[src/rtl/alu_pkg.sv]
// Shared ALU-side definitions: divider op encodings and divider FSM states.
package alu_pkg;

  typedef enum logic [1:0] {
    DIV_OP_DIV  = 2'b00,
    DIV_OP_DIVU = 2'b01,
    DIV_OP_REM  = 2'b10,
    DIV_OP_REMU = 2'b11
  } div_op_t;

  typedef enum logic [1:0] {
    IDLE = 2'b00,
    CALC = 2'b01,
    FIX  = 2'b10,
    DONE = 2'b11
  } divider_state_t;

  function automatic logic op_is_rem(input logic [1:0] o);
    return o[1];
  endfunction

  function automatic logic op_is_signed(input logic [1:0] o);
    return ~o[0];
  endfunction

endpackage

[src/rtl/div_step.sv]
// One restoring shift-subtract iteration of the radix-2 divider (combinational).
module div_step #(
  parameter int XLEN = 64
) (
  input  logic [XLEN-1:0] rem,
  input  logic [XLEN-1:0] quo,
  input  logic [XLEN-1:0] divisor,
  output logic [XLEN-1:0] rem_next,
  output logic [XLEN-1:0] quo_next
);

  // The shifted partial remainder keeps its carry-out bit so divisors with
  // the MSB set (unsigned ops) still compare correctly.
  logic [XLEN:0]   rem_sh;
  logic [XLEN-1:0] diff;
  logic            no_borrow;

  assign rem_sh    = {rem, quo[XLEN-1]};
  assign no_borrow = (rem_sh >= {1'b0, divisor});
  assign diff      = rem_sh[XLEN-1:0] + ~divisor + 1'b1;

  always_comb begin
    rem_next = rem_sh[XLEN-1:0];
    quo_next = {quo[XLEN-2:0], 1'b0};
    if (no_borrow) begin
      rem_next    = diff;
      quo_next[0] = 1'b1;
    end
  end

endmodule

[src/rtl/seq_divider_64bit.sv]
// Iterative radix-2 restoring divider for RV64M DIV/DIVU/REM/REMU.
module seq_divider_64bit
  import alu_pkg::*;
#(
  parameter int XLEN = 64
) (
  input  logic            clk,
  input  logic            rst,
  input  logic            start,
  input  logic [1:0]      op,
  input  logic [XLEN-1:0] a,
  input  logic [XLEN-1:0] b,
  output logic            busy,
  output logic            done,
  output logic [XLEN-1:0] result,
  output logic            dbz
);

  localparam int CW = $clog2(XLEN) + 1;
  localparam logic [XLEN-1:0] MIN_NEG = {1'b1, {(XLEN-1){1'b0}}};

  divider_state_t  state;
  logic [1:0]      op_r;
  logic            sign_a, sign_b;
  logic [XLEN-1:0] rem, quo, divisor;
  logic [CW-1:0]   count;

  logic            neg_a, neg_b;
  logic [XLEN-1:0] abs_a, abs_b;
  logic [XLEN-1:0] rem_next, quo_next;

  assign neg_a = op_is_signed(op) & a[XLEN-1];
  assign neg_b = op_is_signed(op) & b[XLEN-1];
  assign abs_a = neg_a ? (~a + 1'b1) : a;
  assign abs_b = neg_b ? (~b + 1'b1) : b;

  div_step #(.XLEN(XLEN)) u_step (
    .rem      (rem),
    .quo      (quo),
    .divisor  (divisor),
    .rem_next (rem_next),
    .quo_next (quo_next)
  );

  always_ff @(posedge clk) begin
    if (rst) begin
      state   <= IDLE;
      op_r    <= '0;
      sign_a  <= 1'b0;
      sign_b  <= 1'b0;
      rem     <= '0;
      quo     <= '0;
      divisor <= '0;
      count   <= '0;
      busy    <= 1'b0;
      done    <= 1'b0;
      result  <= '0;
      dbz     <= 1'b0;
    end else begin
      case (state)
        IDLE: begin
          if (start) begin
            op_r    <= op;
            sign_a  <= neg_a;
            sign_b  <= neg_b;
            quo     <= abs_a;
            divisor <= abs_b;
            rem     <= '0;
            count   <= '0;
            dbz     <= 1'b0;
            if (b == '0) begin
              result <= op_is_rem(op) ? a : '1;
              dbz    <= 1'b1;
              done   <= 1'b1;
              state  <= DONE;
            end else if (op_is_signed(op) && a == MIN_NEG && b == '1) begin
              result <= op_is_rem(op) ? '0 : a;
              done   <= 1'b1;
              state  <= DONE;
            end else begin
              busy  <= 1'b1;
              state <= CALC;
            end
          end
        end
        CALC: begin
          rem   <= rem_next;
          quo   <= quo_next;
          count <= count + 1'b1;
          if (count == CW'(XLEN - 1)) state <= FIX;
        end
        FIX: begin
          // sign_a/sign_b are only ever set for signed ops
          if (op_is_rem(op_r)) result <= sign_a ? (~rem + 1'b1) : rem;
          else                 result <= (sign_a ^ sign_b) ? (~quo + 1'b1) : quo;
          busy  <= 1'b0;
          done  <= 1'b1;
          state <= DONE;
        end
        DONE: begin
          done  <= 1'b0;
          state <= IDLE;
        end
        default: state <= IDLE;
      endcase
    end
  end

endmodule

[config.mk]
export PLATFORM = sky130hd
export DESIGN_NAME = seq_divider_64bit
export DESIGN_NICKNAME = d
export VERILOG_FILES = /design/src/rtl/alu_pkg.sv /design/src/rtl/div_step.sv /design/src/rtl/seq_divider_64bit.sv
export SDC_FILE = /design/constraint.sdc
export NUM_CORES = 1
export LEC_CHECK = 0
export ABC_AREA = 1
export BUFFER_PORTS_ARGS = -buffer_cell sky130_fd_sc_hd__buf_2
export CORE_MARGIN = 10
export CORE_UTILIZATION = 25
export CTS_CLUSTER_SIZE = 20
export DETAILED_ROUTE_END_ITERATION = 8
export PLACE_DENSITY = 0.46
export SETUP_SLACK_MARGIN = 0.5
export SLEW_MARGIN = 25
export SYNTH_ARGS = -nofsm -noshare
export SYNTH_HDL_FRONTEND = slang
export SYNTH_SLANG_ARGS = --single-unit
[constraint.sdc]
create_clock -name clk -period 2.9 [get_ports clk]
set_input_delay 0.29 -clock clk [delete_from_list [all_inputs] [get_ports clk]]
set_output_delay 0.29 -clock clk [all_outputs]
set_load 0.005 [all_outputs]
==> After elaboration in Yosys (flattened, before gate mapping) <==
Index checks and enable logic that the tools add are counted.
{ "word_totals": {"regBits": 272, "inputBits": 133, "word_cells": 86} }
{ "classes": {"add_sub_neg": 7, "magnitude_cmp": 1, "n_eq_ne": 11, "mux": 33, "n_bitwise": 9, "n_reduce_logical": 13} }
{ "ops": {"columns": ["op", "count"], "rows": [
  ["64-bit 2-to-1 mux", 13],
  ["64-bit one-hot mux with 2 select lines", 3],
  ["64-bit by 1-bit adder with 64-bit output (second input constant)", 5],
  ["64-bit NOT", 5],
  ["64-bit == test (second input constant)", 2],
  ["65-bit by 64-bit >= comparator with 1-bit output", 1],
  ["64-bit adder", 1],
  ["64-bit zero test", 1],
  ["7-bit one-hot mux with 2 select lines", 1],
  ["1-bit 2-to-1 mux", 8],
  ["2-bit 2-to-1 mux", 4],
  ["2-bit != test (second input constant)", 4],
  ["2-bit one-hot mux with 4 select lines", 1],
  ["7-bit by 1-bit adder with 7-bit output (second input constant)", 1],
  ["7-bit by 6-bit == test with 1-bit output (second input constant)", 1],
  ["7-bit 2-to-1 mux", 1],
  ["2-bit AND reduction", 3],
  ["3-bit AND reduction", 2],
  ["2-bit == test (second input constant)", 2],
  ["4-bit AND reduction", 1],
  ["2-bit nonzero test", 2],
  ["3-bit != test (second input constant)", 1],
  ["1-bit one-hot mux with 3 select lines", 1],
  ["3-bit nonzero test", 1],
  ["7 further kinds", 9]
]} }

==> Longest topological paths before layout <==
{ "depth": {"ltp_word": 7, "mapped_depth": 20} }

==> Cells and area by module <==
From an unflattened synthesis, not the netlist that was laid out.
{ "hier_totals": {"hier_cells": 5488, "hier_area_um2": 28927.7} }
{ "modules_own_cells": {"columns": ["module", "n_inst", "cells_each", "area_each_um2", "seq_area_each_um2"], "rows": [
  ["seq_divider_64bit", 1, 3848, 21215.3, 5425.2],
  ["div_step", 1, 1640, 7712.4, 0.0]
]} }

==> Worst setup path after synthesis <==
OpenSTA, ideal clock, no wires.
{ "synth_path": {"path_type": "reg2reg", "start": "register rem[7]", "end": "register rem[60]", "setup_ns": 0.134, "arrival_ns": 1.966, "path_slack_ns": 0.800, "path_stages_with_launch": 17, "synth_period_minus_slack_ns": 2.100, "path_cell_list": "dfxtp_1 -> ha_1 -> nand2_1 -> nor2_1 -> nand3_1 -> nand3_2 -> nand2_1 -> nand2_2 -> nand2_2 -> nand2_2 -> nand2_2 -> nand2_1 -> buf_6 -> buf_4 -> nand3_1 -> nand2_1 -> a21oi_1"} }
{ "synth_via": {"elab_chain_len": 4, "word_cells_on_any_way": 5, "classes_between": "2 x add/sub; 1 x order compare; 2 x mux"} }
{ "synth_lines": {"columns": ["element", "line_no", "rtl"], "rows": [
  ["start, declared", "seq_divider_64bit.sv:25", "logic [XLEN-1:0] rem, quo, divisor;"],
  ["start signal, assigned", "seq_divider_64bit.sv:87", "rem <= rem_next;"],
  ["64-bit adder", "div_step.sv:20", "assign diff = rem_sh[XLEN-1:0] + ~divisor + 1'b1;"],
  ["64-bit by 1-bit adder with 64-bit output", "div_step.sv:20", null],
  ["64-bit 2-to-1 mux *", "div_step.sv:25", "if (no_borrow) begin"],
  ["64-bit one-hot mux with 2 select lines *", "seq_divider_64bit.sv:60", "case (state)"]
]} }
Mark *: on every way between the ends. The rest lies on a longest branch, timed or not.
A chain may end at the register's enable or synchronous reset.

==> Worst setup path in the final report <==
{ "layout_path": {"start": "register rem[19]", "end": "register rem[35]"} }
The elaborated chain is that of the path after synthesis.

==> run summary <==
outcome - finished clean
syn_area_per_cell - 5.36 µm²
Seq/Total Area, Yosys - 19.5%
Root Driver - clkbuf_16
post-synthesis async set-or-reset flop share - 0%
Synth area leader - nand2_1
Worst VDD drop - 0.000461 V
hpwl dp - 135,000 µm
first-pass GRT wire length - 239,000 µm
YS warnings - 0
Detail Route Antenna Nets - 0
via count - 36,923
Routed Wire Length - 167,000 µm
Worst R2R Setup Slack - 390 ps
Total GRT Usage - 25.3%
Slew headroom - 42.2%
Post-synth EDFFs - 0
Die ar. - 125,000 µm²
Final Hold Fails - 0
utilization after layout - 34.5%
Crit Path Category - register to register
largest net degree at the start of global routing - 137
Clock Tree Buf Depth - 3
leakage - 18.4 nW
IO Pins - 200
# H-tree levels - 2
CTS Hold Buffers Added - 0
Yosys reg bits - 271
CP max stage cell - dfxtp_2
CTS clk-pin slew, worst paths - 60 ps
maximum operating frequency - 399 MHz
Top delay family on crit path - simple AND/OR/NAND/NOR gates
unrepaired setup endpoints after global routing - true
crit-path cells - ha_4 -> buf_6 -> nand2_1 -> nand2_2 -> inv_2 -> nand2_2 -> nand2_2 -> nand2_4 -> nand2_4 -> nand2_2 -> inv_2 -> nand2_4 -> nand2_8 -> nand2_8 -> buf_12 -> buf_12 -> buf_16 -> nand2_1 -> nand3_1 -> a21oi_2
Pre-antenna DRT Iters - 6
startpoint types - register
Syn Std Cell Area - 27,900 µm²
core area - 111,000 µm²
Pins Over Slew Limit - 0
worst path bufs/invs - 6
Least-Margin Pin Slew - 867 ps
Cell Pwr Density - 753 nW/µm²
Final Skew - 22.4 ps
dominant cell by count in the synthesized netlist - nand2_1
net count after synthesis - 5,406
Hold Path Class - input pin to register
Post-synth top cells - 1,604 x nand2_1, 724 x inv_1, 643 x nor2_1
Vias/cell - 5.11
top cells by area, synth - nand2_1 22%, dfxtp_1 19%, inv_1 9.7%
Critical Path AT - 3020 ps
Yosys top cell area share - 21.6%
die width - 354 µm
IO buf count - 199
Inst Count DP - 7,034
GPL Wtd Cong - 1.01
library cells used by synthesis - 52
most used cell, CP - nand2_2
TritonCTS clock tree - done
Critical Path End Type - register
DR iter-0 viols - 3,805
TritonCTS Buffers - 38
antenna violations before repair - 10
Starting Density - 25.2%
final-stage net count - 5,912
Std-Cell Rows - 122
Worst Path Required - 3410 ps
final cell count without fillers - 7,222
max-cap violation count - 0
Final min period - 2510 ps
Mapped Cells - 5,198
share of post-route cells with drive strength above 1 - 25.3%
Fillers - 12,573
Die H - 354 µm
sinks on the clock net - 271
Routed WL per cell - 23.1 µm
Synth Flop Type - dfxtp_1
vias in the first global route - 34,171
CP peak stage delay - 430 ps
Area Overhead vs Synth - 37.0%
Clock Latency Late Sink - 600 ps
grt total ovfl - 0
fin crit share - 86.5%
final setup fails - 0
CP max FO - 7
Residual DRC - 0
==> cells in the final DEF, fill, tap and decap left out, types with 29 or more instances in the layout <==
| cell type | synthesis | routed |
|---|---|---|
| nor2_2 | 21 | 72 |
| o21ai_0 | 278 | 271 |
| nand4_1 | 79 | 79 |
| nand3b_1 | 29 | 29 |
| nor2_4 | 3 | 47 |
| a21oi_1 | 378 | 354 |
| o211ai_1 | 62 | 62 |
| clkbuf_16 | 0 | 40 |
| inv_1 | 724 | 634 |
| buf_4 | 17 | 385 |
| ha_4 | 0 | 65 |
| buf_12 | 0 | 37 |
| nand3_1 | 526 | 459 |
| nand2_2 | 9 | 157 |
| nor3_1 | 47 | 44 |
| dfxtp_2 | 0 | 70 |
| dfxtp_1 | 271 | 181 |
| nor2_1 | 643 | 549 |
| buf_6 | 14 | 30 |
| inv_2 | 18 | 89 |
| nand2_1 | 1604 | 1406 |
| buf_2 | 24 | 198 |
| xor2_1 | 66 | 66 |
| nand2_4 | 2 | 49 |
| xnor2_1 | 36 | 32 |
| nand3_2 | 4 | 67 |
==> registers in the layout, indices dropped and copies added, names as in the netlist, 2 cells and up <==
name     flops
count        7
quo         64
rem         64
divisor     64
result      64
state        2
==> path summary, 6_finish.rpt <==
kind | start | end | cells past startpoint
max | rem[19] | rem[35] | 20
min | b[44] | divisor[44] | 3
min reg2reg | result[61] | result[61] | 2
max reg2reg | rem[19] | rem[35] | 20
==> report_power, final <==
group	total, mW	switching, mW	internal (mW)
sequential	5.73	1.02	4.70
clock	5.09	2.12	2.97
combinational	18.0	11.8	6.13
==> final cells by class <==
type / count / area (µm²) / area share [%]
Clock inverter: 19 / 249 / 0.652
Clock buffer: 49 / 1030 / 2.70
Multi-Input combinational cell: 3986 / 21400 / 56.0
Tap cell: 1488 / 1860 / 4.87
Antenna cell: 2 / 5.00 / 0.0131
Inverter: 746 / 2870 / 7.50
Sequential cell: 271 / 5590 / 14.6
Timing Repair Buffer: 661 / 5220 / 13.7
==> worst min-delay path, delay by kind of cell <==
family,cells,cell delay (ps)
buf+inv,1,120
compound gates,1,60
xor+xnor,1,130
==> cells by family (layout without fill, tap and decap cells) <==
kind of cell | Yosys count | in the layout | share of synthesized area (%)
buf+inv | 943 | 1475 | 13.4
fa+ha+maj | 75 | 75 | 3.39
compound gates | 805 | 805 | 15.6
xor+xnor | 102 | 102 | 3.20
other cells | 0 | 2 | 0
flops | 271 | 271 | 19.5
simple gates | 3002 | 3004 | 44.9
==> stage by stage <==
step	TNS [ps]	hold WS, ps	power [mW]	instance area (µm²)	setup slack, ps
finish	0	49.2	28.8	38200	392
global route	0	76.6	30.4	38200	292
CTS	0	19.4	27.5	36800	418
detailed placement	-619	457	20.8	32800	-146
global placement	-990	452	20.8	32800	-172
floorplan	0	440	14.0	27900	800
==> routing by layer <==
metal | track usage [%] | vias up | wire length [µm]
met5 | 0 | - | 13
met3 | 4.25 | 264 | 13100
li1 | - | 17662 | -
met4 | 8.10 | 2 | 6620
met1 | 35.0 | 17552 | 74900
met2 | 39.5 | 1443 | 72200
==> repair_timing <==
item,in CTS,in global routing
gates cloned,8,2
buffers inserted,76,32
resized for setup,515,351
pin swaps,95,115
endpoints found under the setup margin,127,118
Note: power is estimated with default switching activity, not from simulation.
